==> src/rtl/v_pipe_update.sv <==
// Writer pipeline for the per-product state table: read, merge one list-modify
// command, write back; stage occupancy is exported so readers can flag busy lists.
package v_pkg;
  localparam int ENTRIES_N  = 16;
  localparam int ID_W       = 8;
  localparam int LEVEL_W    = 5;
  localparam int KEY_W      = 16;
  localparam int VOLUME_W   = 16;
  localparam int LISTSIZE_W = $clog2(ENTRIES_N + 1);

  typedef logic [ID_W-1:0]       id_t;
  typedef logic [LEVEL_W-1:0]    level_t;
  typedef logic [KEY_W-1:0]      key_t;
  typedef logic [VOLUME_W-1:0]   volume_t;
  typedef logic [LISTSIZE_W-1:0] listsize_t;

  typedef enum logic [1:0] {
    CMD_CLEAR   = 2'd0,
    CMD_ADD     = 2'd1,
    CMD_DELETE  = 2'd2,
    CMD_REPLACE = 2'd3
  } cmd_e;

  typedef struct packed {
    logic [ENTRIES_N-1:0]    vld;
    listsize_t               listsize;
    key_t [ENTRIES_N-1:0]    key;
    volume_t [ENTRIES_N-1:0] volume;
  } state_t;

  localparam int STATE_W = $bits(state_t);
endpackage

module v_pipe_update
  import v_pkg::*;
(
  input  logic                clk,
  input  logic                rst,
  input  logic                i_upd_vld,
  input  logic [ID_W-1:0]     i_upd_prod_id,
  input  logic [1:0]          i_upd_cmd,
  input  logic [LEVEL_W-1:0]  i_upd_level,
  input  logic [KEY_W-1:0]    i_upd_key,
  input  logic [VOLUME_W-1:0] i_upd_size,
  output logic                o_state_ren,
  output logic [ID_W-1:0]     o_state_raddr,
  input  logic [STATE_W-1:0]  i_state_rdata,
  output logic                o_state_wen,
  output logic [ID_W-1:0]     o_state_waddr,
  output logic [STATE_W-1:0]  o_state_wdata,
  output logic                o_s1_upd_vld_r,
  output logic [ID_W-1:0]     o_s1_upd_prod_id_r,
  output logic                o_s2_upd_vld_r,
  output logic [ID_W-1:0]     o_s2_upd_prod_id_r,
  output logic                o_s3_upd_vld_r,
  output logic [ID_W-1:0]     o_s3_upd_prod_id_r,
  output logic                o_s4_upd_vld_r,
  output logic [ID_W-1:0]     o_s4_upd_prod_id_r,
  output logic                o_upd_vld_r,
  output logic                o_upd_error_r,
  output logic [ID_W-1:0]     o_upd_prod_id_r
);

  // S0: read issue and hazard/range classification
  logic                 s0_busy;
  logic                 s0_range;
  logic [ENTRIES_N-1:0] s0_lvl_oh;

  logic                 s1_vld_r, s2_vld_r, s3_vld_r, s4_vld_r;
  id_t                  s1_prod_id_r, s2_prod_id_r, s3_prod_id_r, s4_prod_id_r;
  cmd_e                 s1_cmd_r, s2_cmd_r;
  logic [ENTRIES_N-1:0] s1_lvl_oh_r, s2_lvl_oh_r;
  key_t                 s1_key_r, s2_key_r;
  volume_t              s1_size_r, s2_size_r;
  logic                 s1_pre_err_r, s2_pre_err_r;
  state_t               s2_rdata_r;
  logic                 s3_err_r, s4_err_r;
  state_t               s3_wdata_r;

  logic                 s2_hit;
  logic                 s2_cmd_err;
  state_t               s2_merged;

  assign o_state_ren   = i_upd_vld;
  assign o_state_raddr = i_upd_prod_id;

  // NOTE: every variable written in always_comb gets a default first so no latch is inferred.
  always_comb begin
    s0_busy  = (s1_vld_r && s1_prod_id_r == i_upd_prod_id) ||
               (s2_vld_r && s2_prod_id_r == i_upd_prod_id) ||
               (s3_vld_r && s3_prod_id_r == i_upd_prod_id) ||
               (s4_vld_r && s4_prod_id_r == i_upd_prod_id);
    s0_range = (i_upd_level >= LEVEL_W'(ENTRIES_N));
    s0_lvl_oh = '0;
    for (int i = 0; i < ENTRIES_N; i++) begin
      s0_lvl_oh[i] = (i_upd_level == LEVEL_W'(i));
    end
  end

  // NOTE: only the valid bits are reset; payload flops load on stage valid and need no reset.
  always_ff @(posedge clk) begin
    if (rst) begin
      s1_vld_r <= 1'b0;
      s2_vld_r <= 1'b0;
      s3_vld_r <= 1'b0;
      s4_vld_r <= 1'b0;
    end else begin
      s1_vld_r <= i_upd_vld;
      s2_vld_r <= s1_vld_r;
      s3_vld_r <= s2_vld_r;
      s4_vld_r <= s3_vld_r;
    end
  end

  always_ff @(posedge clk) begin
    if (i_upd_vld) begin
      s1_prod_id_r <= i_upd_prod_id;
      s1_cmd_r     <= cmd_e'(i_upd_cmd);
      s1_lvl_oh_r  <= s0_lvl_oh;
      s1_key_r     <= i_upd_key;
      s1_size_r    <= i_upd_size;
      s1_pre_err_r <= s0_busy | s0_range;
    end
    // RAM data is captured raw; all merge logic sits one stage later.
    if (s1_vld_r) begin
      s2_prod_id_r <= s1_prod_id_r;
      s2_cmd_r     <= s1_cmd_r;
      s2_lvl_oh_r  <= s1_lvl_oh_r;
      s2_key_r     <= s1_key_r;
      s2_size_r    <= s1_size_r;
      s2_pre_err_r <= s1_pre_err_r;
      s2_rdata_r   <= state_t'(i_state_rdata);
    end
    if (s2_vld_r) begin
      s3_prod_id_r <= s2_prod_id_r;
      s3_err_r     <= s2_pre_err_r | s2_cmd_err;
      s3_wdata_r   <= s2_merged;
    end
    if (s3_vld_r) begin
      s4_prod_id_r <= s3_prod_id_r;
      s4_err_r     <= s3_err_r;
    end
  end

  // S2 merge: listsize moves by one per ADD/DELETE, kept in step with vld by the checks.
  always_comb begin
    s2_hit     = |(s2_rdata_r.vld & s2_lvl_oh_r);
    s2_cmd_err = 1'b0;
    s2_merged  = s2_rdata_r;
    case (s2_cmd_r)
      CMD_CLEAR: begin
        s2_merged.vld      = '0;
        s2_merged.listsize = '0;
      end
      CMD_ADD: begin
        s2_cmd_err         = s2_hit;
        s2_merged.vld      = s2_rdata_r.vld | s2_lvl_oh_r;
        s2_merged.listsize = s2_rdata_r.listsize + LISTSIZE_W'(1);
        for (int i = 0; i < ENTRIES_N; i++) begin
          if (s2_lvl_oh_r[i]) begin
            s2_merged.key[i]    = s2_key_r;
            s2_merged.volume[i] = s2_size_r;
          end
        end
      end
      CMD_DELETE: begin
        s2_cmd_err         = ~s2_hit;
        s2_merged.vld      = s2_rdata_r.vld & ~s2_lvl_oh_r;
        s2_merged.listsize = s2_rdata_r.listsize - LISTSIZE_W'(1);
      end
      default: begin
        s2_cmd_err = ~s2_hit;
        for (int i = 0; i < ENTRIES_N; i++) begin
          if (s2_lvl_oh_r[i]) begin
            s2_merged.key[i]    = s2_key_r;
            s2_merged.volume[i] = s2_size_r;
          end
        end
      end
    endcase
  end

  assign o_state_wen   = s3_vld_r & ~s3_err_r & ~rst;
  assign o_state_waddr = s3_prod_id_r;
  assign o_state_wdata = s3_wdata_r;

  assign o_s1_upd_vld_r     = s1_vld_r;
  assign o_s1_upd_prod_id_r = s1_prod_id_r;
  assign o_s2_upd_vld_r     = s2_vld_r;
  assign o_s2_upd_prod_id_r = s2_prod_id_r;
  assign o_s3_upd_vld_r     = s3_vld_r;
  assign o_s3_upd_prod_id_r = s3_prod_id_r;
  assign o_s4_upd_vld_r     = s4_vld_r;
  assign o_s4_upd_prod_id_r = s4_prod_id_r;

  // The error flag is qualified so it reads 0 whenever no response is presented.
  assign o_upd_vld_r     = s4_vld_r;
  assign o_upd_error_r   = s4_vld_r & s4_err_r;
  assign o_upd_prod_id_r = s4_prod_id_r;

endmodule

==> config.mk <==
export PLATFORM = sky130hd
export DESIGN_NAME = v_pipe_update
export DESIGN_NICKNAME = d
export VERILOG_FILES = /design/src/rtl/v_pipe_update.sv
export SDC_FILE = /design/constraint.sdc
export NUM_CORES = 1
export LEC_CHECK = 0
export CAP_MARGIN = 10
export CORE_AREA = 3 3 459 461
export DETAILED_ROUTE_END_ITERATION = 16
export DIE_AREA = 0 0 462 464
export HOLD_SLACK_MARGIN = 0.08
export PLACE_DENSITY_LB_ADDON = 0.05
export SLEW_MARGIN = 10
export SYNTH_ARGS = -nofsm -noshare
export SYNTH_HDL_FRONTEND = slang
export SYNTH_SLANG_ARGS = --single-unit
==> constraint.sdc <==
create_clock -name clk -period 20.2 [get_ports clk]
set_input_delay 4.04 -clock clk [delete_from_list [all_inputs] [get_ports clk]]
set_output_delay 4.04 -clock clk [all_outputs]
set_load 0.02 [all_outputs]
==> summary.md, run 1 <==
| Metric | Value |
|---|---|
| Power Density | approximately 93 nW/um^2 |
| Fin crit share | a little under half |
| Fill cells | roughly 20000 |
| Final antenna-violating net count | 0 |
| DRC | 0 |
| Register clock-pin slew on the reported worst setup and hold paths | roughly 50 ps |
| Setup Buffers After CTS | 0 |
| Worst Min Path Start | s1_key_r[6] |
| Critical Path Start Type | input port |
| Routed WL | 192400 um |
| Register bit total from synthesis | ~1200 |
| Synth warn | 0 |
| Max-slew violations | 0 |
| Mapped Nets | between 2000 and 3000 |
| Hold Vio Cnt, Final | 0 |
| First-pass DRT Iterations | 5 |
| CORE AREA | a little over 200000 um^2 |
| Kind of critical path | in2out |
| Crit Path Max Fanout | 4 |
| Vias per cell | about 4.1 |
| Final setup TNS | 0 ps |
| Nets | roughly 3900 |
| Worst-margin pin slew | 1253 ps |
| Worst r2r src | o_s1_upd_vld_r |
| Hold Buf Count CTS | 0 |
| Vias | ~25000 |
| Crit. End Element | primary output |
| Final setup violation count | 0 |
| Cts bufs inserted | 151 |
| Die area | about 210000 um^2 |
| Die width | ~460 um |
| Area Overhead vs Synth | 44.53% |
| Die Y-Extent | 464 um |
| CTS tree | done |
| IR drop worst, VDD | 0.00008430 V |
| Starting Density | about a fifth |
| DR WL/cell | roughly 32 um |
| Top post-synthesis cells by area | edfxtp_1 83%, mux2_2 13%, buf_2 0.55% |
| Synth cell types | 36 |
| Leakage power | between 20 and 25 nW |
| GRT Residual Overflow | 0 |
| Worst EP required | ~16000 ps |
| H-tree depth | 4 |
| Routability cong. | about 0.8 |
| DR iter-0 viols | between 1500 and 2000 |
| Synth async-reset ratio | 0% |
| Largest net degree at the start of global routing | around 130 |
| Hold WC Path Type | reg2reg |
| Final Core Density | just over 30% |
| Vias in the first global route | around 27000 |
| Post-CTS Resized | 0 |
| Worst Hold Endpoint | s2_key_r[6] |
| Fmax | approximately 110 MHz |
| Register-to-Register Path Depth | 4 |
| R2R Setup Slk | 15600 ps |
| Clk_lat worst skew | between 700 and 800 ps |
| Port bufs | about 1200 |
| Relative slew slack | 16.50% |
| Seq/Total Area, Yosys | between 80 and 90% |
| Max Cap Viol | 0 |
| Worst hold path depth | 0 |
| Initial antenna violation count | about 110 |
| Clk sinks | 1206 |
| CTS root buffer | clkbuf_16 |
| Post-synth top area share | just over 80% |
| Skew final | approximately 33 ps |
| Ports | 1180 |
| Num rows | around 170 |
| Hpwl dp | ~140000 um |
| WP data arrival | ~5400 ps |
| Post-synth EDFFs | 1202 |
| Fin crit period | around 9500 ps |
| FF-to-FF End | s2_rdata_r[423] |
| Count leader, synth | edfxtp_1 |
| Global-route wire length before repair | approximately 250000 um |
| Post-Syn Area | ~44000 um^2 |
| Status | completed |
| Synth cell count leaders | 1202 x edfxtp_1, 512 x mux2_2, 48 x buf_2 |
| Layout cells sized above 1 | between 20 and 25% |
| Avg Cell Area, Syn | ~22 um^2 |
| CTS Buffer Depth | 3 |
| Overall global routing resource usage | approximately 17% |
| Yosys top cell by area | edfxtp_1 |
| Unrepaired setup endpoints after global routing | no |
| Dominant synthesized flop cell | edfxtp_1 |
| Synthesized netlist cell count | 2030 |
## worst max-delay path by stage
stage / startpoint / cells after the start / slack, ps / end
floorplan: o_s1_upd_vld_r / 0 / 2740 / o_s1_upd_vld_r
detailed placement: rst / 4 / 10730 / o_state_wen
finish: rst / 4 / 10720 / o_state_wen
global route: rst / 4 / 10640 / o_state_wen
global placement: rst / 4 / 10600 / o_state_wen
CTS: rst / 4 / 10710 / o_state_wen
## cell usage in the layout, fill, tap and decap left out, types with 12 or more instances in the layout
| cell | netlist | routed |
|---|---|---|
| xnor2_1 | 20 | 20 |
| clkdlybuf4s50_1 | 0 | 1178 |
| clkinv_1 | 0 | 36 |
| clkbuf_1 | 43 | 38 |
| diode_2 | 0 | 25 |
| nand2_4 | 0 | 15 |
| clkinv_2 | 0 | 20 |
| nor2_1 | 13 | 13 |
| edfxtp_1 | 1202 | 1202 |
| nor3_1 | 12 | 12 |
| buf_4 | 28 | 21 |
| o21ai_0 | 22 | 22 |
| xor2_1 | 14 | 14 |
| mux2_2 | 512 | 512 |
| nand3b_1 | 16 | 16 |
| clkbuf_16 | 0 | 152 |
| a21oi_1 | 18 | 18 |
## area by class of cell
class,instances,area [um^2],share of cell area [%]
Timing Repair Buffer,1202,12020,19.00
Inverter,4,15.01,0.02374
Multi-Input combinational cell,700,7059,11.16
Antenna cell,25,62.56,0.09894
Tap cell,2704,3383,5.350
Clock buffer,192,3974,6.284
Clock inverter,73,540.5,0.8548
Sequential cell,1206,36180,57.22
## metrics by stage
stage	setup WS (ps)	instances	hold WS [ps]	power [mW]	area (um^2)
2_1_floorplan	2744	2030	400.3	3.181	43750
5_1_grt	10640	6083	417.6	6.140	63180
3_5_place_dp	10730	5815	404.5	3.423	58630
6_report	10720	6106	415.3	5.901	63230
3_3_place_gp	10600	5815	402.7	3.417	58630
4_1_cts	10710	6080	416.2	6.026	63140
## sequential cells by signal, summed over array words and instances, names as in the netlist, 16 cells and up
signal and cells:
o_state_wdata 533, s1_key_r 16, s1_lvl_oh_r 16, s1_size_r 16, s2_key_r 16, s2_lvl_oh_r 16, s2_rdata_r 533, s2_size_r 16
## worst max-delay path: stages
cell,delay (ps)
clkdlybuf4s50_1,460
nor2b_1,180
nor2b_1,150
clkdlybuf4s50_1,610
## layer usage
metal	routed length [um]	track usage, %	up-vias
met4	5131	4.725	62
li1	-	-	10560
met3	19410	7.686	359
met2	97570	31.05	1084
met1	69870	18.71	12710
met5	427	0	-
## power breakdown
group	leakage (nW)	total [mW]	switching (mW)	internal [mW]
Combinational	7.34	0.424	0.204	0.220
Sequential	11.2	2.93	0.0665	2.87
Clock	2.21	2.55	1.08	1.46
Total	20.8	5.90	1.35	4.55
## cells by family after synthesis
kind of cell | Yosys count | synth area share [%]
buf+inv | 124 | 1.444
flops | 1206 | 82.68
fa+ha+maj | 2 | 0.05719
compound gates | 56 | 0.7464
mux | 516 | 13.27
xor+xnor | 34 | 0.6807
simple gates | 92 | 1.118
Note: power is estimated with default switching activity, not from simulation.
==> inputs of run 2 (changes only) <==
==> constraint.sdc (replaced) <==
create_clock -name clk -period 9.4 [get_ports clk]
set_input_delay 1.88 -clock clk [delete_from_list [all_inputs] [get_ports clk]]
set_output_delay 1.88 -clock clk [all_outputs]
set_load 0.02 [all_outputs]
==> run 2 against run 1 <==
Effect of this change: die area stayed put; largest cell class unchanged; sequential share of layout area decreased by 0.33 points; sequential cell count unchanged; clock skew about the same; global-route usage decreased by 0.28 points; combinational power grew 120%; critical endpoint unchanged; largest power group unchanged; via count grew 0.56%; critical path type unchanged; clock power grew 120%.
==> summary.md, run 2 (synthesized netlist as in run 1, its figures left out) <==
| Metric | Value |
|---|---|
| Die width | 462 um (unchanged) |
| DR WL/cell | 31.07 um (-1.4%) |
| Crit. End Element | primary output |
| Unrepaired setup endpoints after global routing | no |
| CTS tree | done |
| GRT Residual Overflow | 0 (unchanged) |
| Max-slew violations | 0 (unchanged) |
| CORE AREA | 206900 um^2 (unchanged) |
| DR iter-0 viols | 1560 (-7.1%) |
| Final setup violation count | 0 (unchanged) |
| Die Y-Extent | 464 um (unchanged) |
| Most common cell after layout, fill and taps aside | edfxtp_1 |
| Power Density | 203.4 nW/um^2 (+120%) |
| Crit Path Max Fanout | 4 (unchanged) |
| DP Area | 58660 um^2 (about the same) |
| Final Total Pwr | 12.94 mW (+120%) |
| Leakage power | 20.91 nW (+0.68%) |
| Worst r2r src | o_s2_upd_vld_r |
| Final antenna-violating net count | 0 (unchanged) |
| Critical Path Start Type | input port |
| Global-route wire length before repair | 249200 um (-1.2%) |
| Vias per cell | 4.070 (+0.30%) |
| Ports | 1180 (unchanged) |
| DRC | 0 (unchanged) |
| Crit path from | rst |
| Register-to-Register Path Depth | 3 (-1) |
| Hpwl dp | 133100 um (-1.8%) |
| Setup crit end | o_state_wen |
| Starting Density | 21.15% (unchanged) |
| Max Cap Viol | 0 (unchanged) |
| Status | completed |
| Layout cells sized above 1 | 22.51% (+0.39 points) |
| CTS root buffer | clkbuf_16 |
| Fin crit share | between 50% and 60% |
| Skew final | 32.56 ps (-0.09230 ps) |
| Vias | 24920 (+0.56%) |
| CTS Buffer Depth | 3 (unchanged) |
| Setup Buffers After CTS | 0 (unchanged) |
| First-pass DRT Iterations | 5 (unchanged) |
| Clk sinks | 1206 (unchanged) |
| Area Overhead vs Synth | 45.37% |
| Register clock-pin slew on the reported worst setup and hold paths | 60 ps (about the same) |
| Worst Min Path Start | s1_key_r[12] |
| Fmax | ~190 MHz |
| Routed WL | 190200 um (-1.1%) |
| Final setup TNS | 0 ps (unchanged) |
| Post-CTS Resized | 0 (unchanged) |
| Largest net degree at the start of global routing | 144 (+7.5%) |
| Relative slew slack | 22.21% (+5.7 points) |
| Commonest non-fill, non-tap cells in the layout | 1202 x edfxtp_1, 1178 x clkdlybuf4s50_1, 512 x mux2_2, 153 x clkbuf_16, 48 x clkbuf_1 |
| Worst EP required | 7520 ps (-8640 ps) |
| Final Cell Area | 63600 um^2 (+0.58%) |
| Die area | 214400 um^2 (unchanged) |
| Fin crit period | around 5200 ps |
| IR drop worst, VDD | 0.0001677 V (+99%) |
| Kind of critical path | in2out |
| Num rows | 167 (unchanged) |
| Worst-margin pin slew | 1167 ps (-85.63 ps) |
| Hold Vio Cnt, Final | 0 (unchanged) |
| Nets | 3854 (+0.10%) |
| Routability cong. | 0.7846 (-2.3%) |
| Clk_lat worst skew | 780 ps (about the same) |
| Hold Buf Count CTS | 0 (unchanged) |
| Port bufs | 1179 (unchanged) |
| R2R Setup Slk | 5770 ps (-9830 ps) |
| Cts bufs inserted | 153 (+1.3%) |
| Overall global routing resource usage | 17.20% (-0.28 points) |
| FF-to-FF End | o_state_wdata[480] |
| Initial antenna violation count | 119 (+10%) |
| H-tree depth | 4 (unchanged) |
| Vias in the first global route | 26670 (+0.43%) |
| Hold WC Path Type | reg2reg |
| WP data arrival | 3280 ps (-2160 ps) |
[run 2: cell count changes in the layout (fill, tap and decap cells not counted), moves of 2 or more]
| cell | change |
|---|---|
| diode_2 | +4 |
| clkinv_1 | -14 |
| clkbuf_8 | -2 |
| inv_16 | +2 |
| inv_6 | -3 |
| clkinvlp_4 | +2 |
| buf_12 | +2 |
| clkinv_2 | +3 |
| bufinv_16 | +4 |
| clkbuf_1 | +10 |
| clkinv_16 | +5 |
[run 2: worst min-delay path by stage]
stage	endpoint	slack [ps]	depth (start not counted)
after detailed placement	s2_key_r[13]	400	0
after CTS	s2_key_r[12]	400	0
after global routing	s2_key_r[12]	400	0
final	s2_key_r[12]	410	0
after floorplan	s2_cmd_r[0]	400	0
after global placement	s2_key_r[1]	400	0
[run 2: layer usage]
layer	GRT usage, %	part of all wire (%)	vias to the layer above
li1	-	-	10580
met3	7.372	9.7	329
met5	0	0.23	-
met4	3.646	2.0	66
met2	30.41	51	1057
met1	19.04	37	12890
[run 2: layout make-up]
cell class,instances,area (um^2)
diodes,29,72.57
repair buffers,1204,12060
flip-flops and latches,1206,36180
multi-input cells,700,7054
well taps,2704,3383
clock inverters,74,827.0
fillers,20220,143300
inverters,4,15.01
clock buffers,201,4009
[run 2: through the flow]
step                      instances  setup WS, ps  hold WS, ps  utilization (%)
after floorplan                2030         277.8        400.3                -
final                          6122          4244        410.2            30.75
after global placement         5817          4100        401.8            28.36
after CTS                      6092          4223        398.9            30.70
after detailed placement       5817          4224        404.5            28.36
after global routing           6095          4178        402.3            30.71
[run 2: where the power goes]
part / internal (mW) / switching (mW)
Clock: 3.31 / 2.42
Sequential: 6.16 / 0.135
Combinational: 0.474 / 0.440
[run 2: worst max-delay path, cell delays in order]
cell and delay, ps:
clkdlybuf4s50_1 460, nor2b_1 150, nor2b_1 160, clkdlybuf4s50_1 620
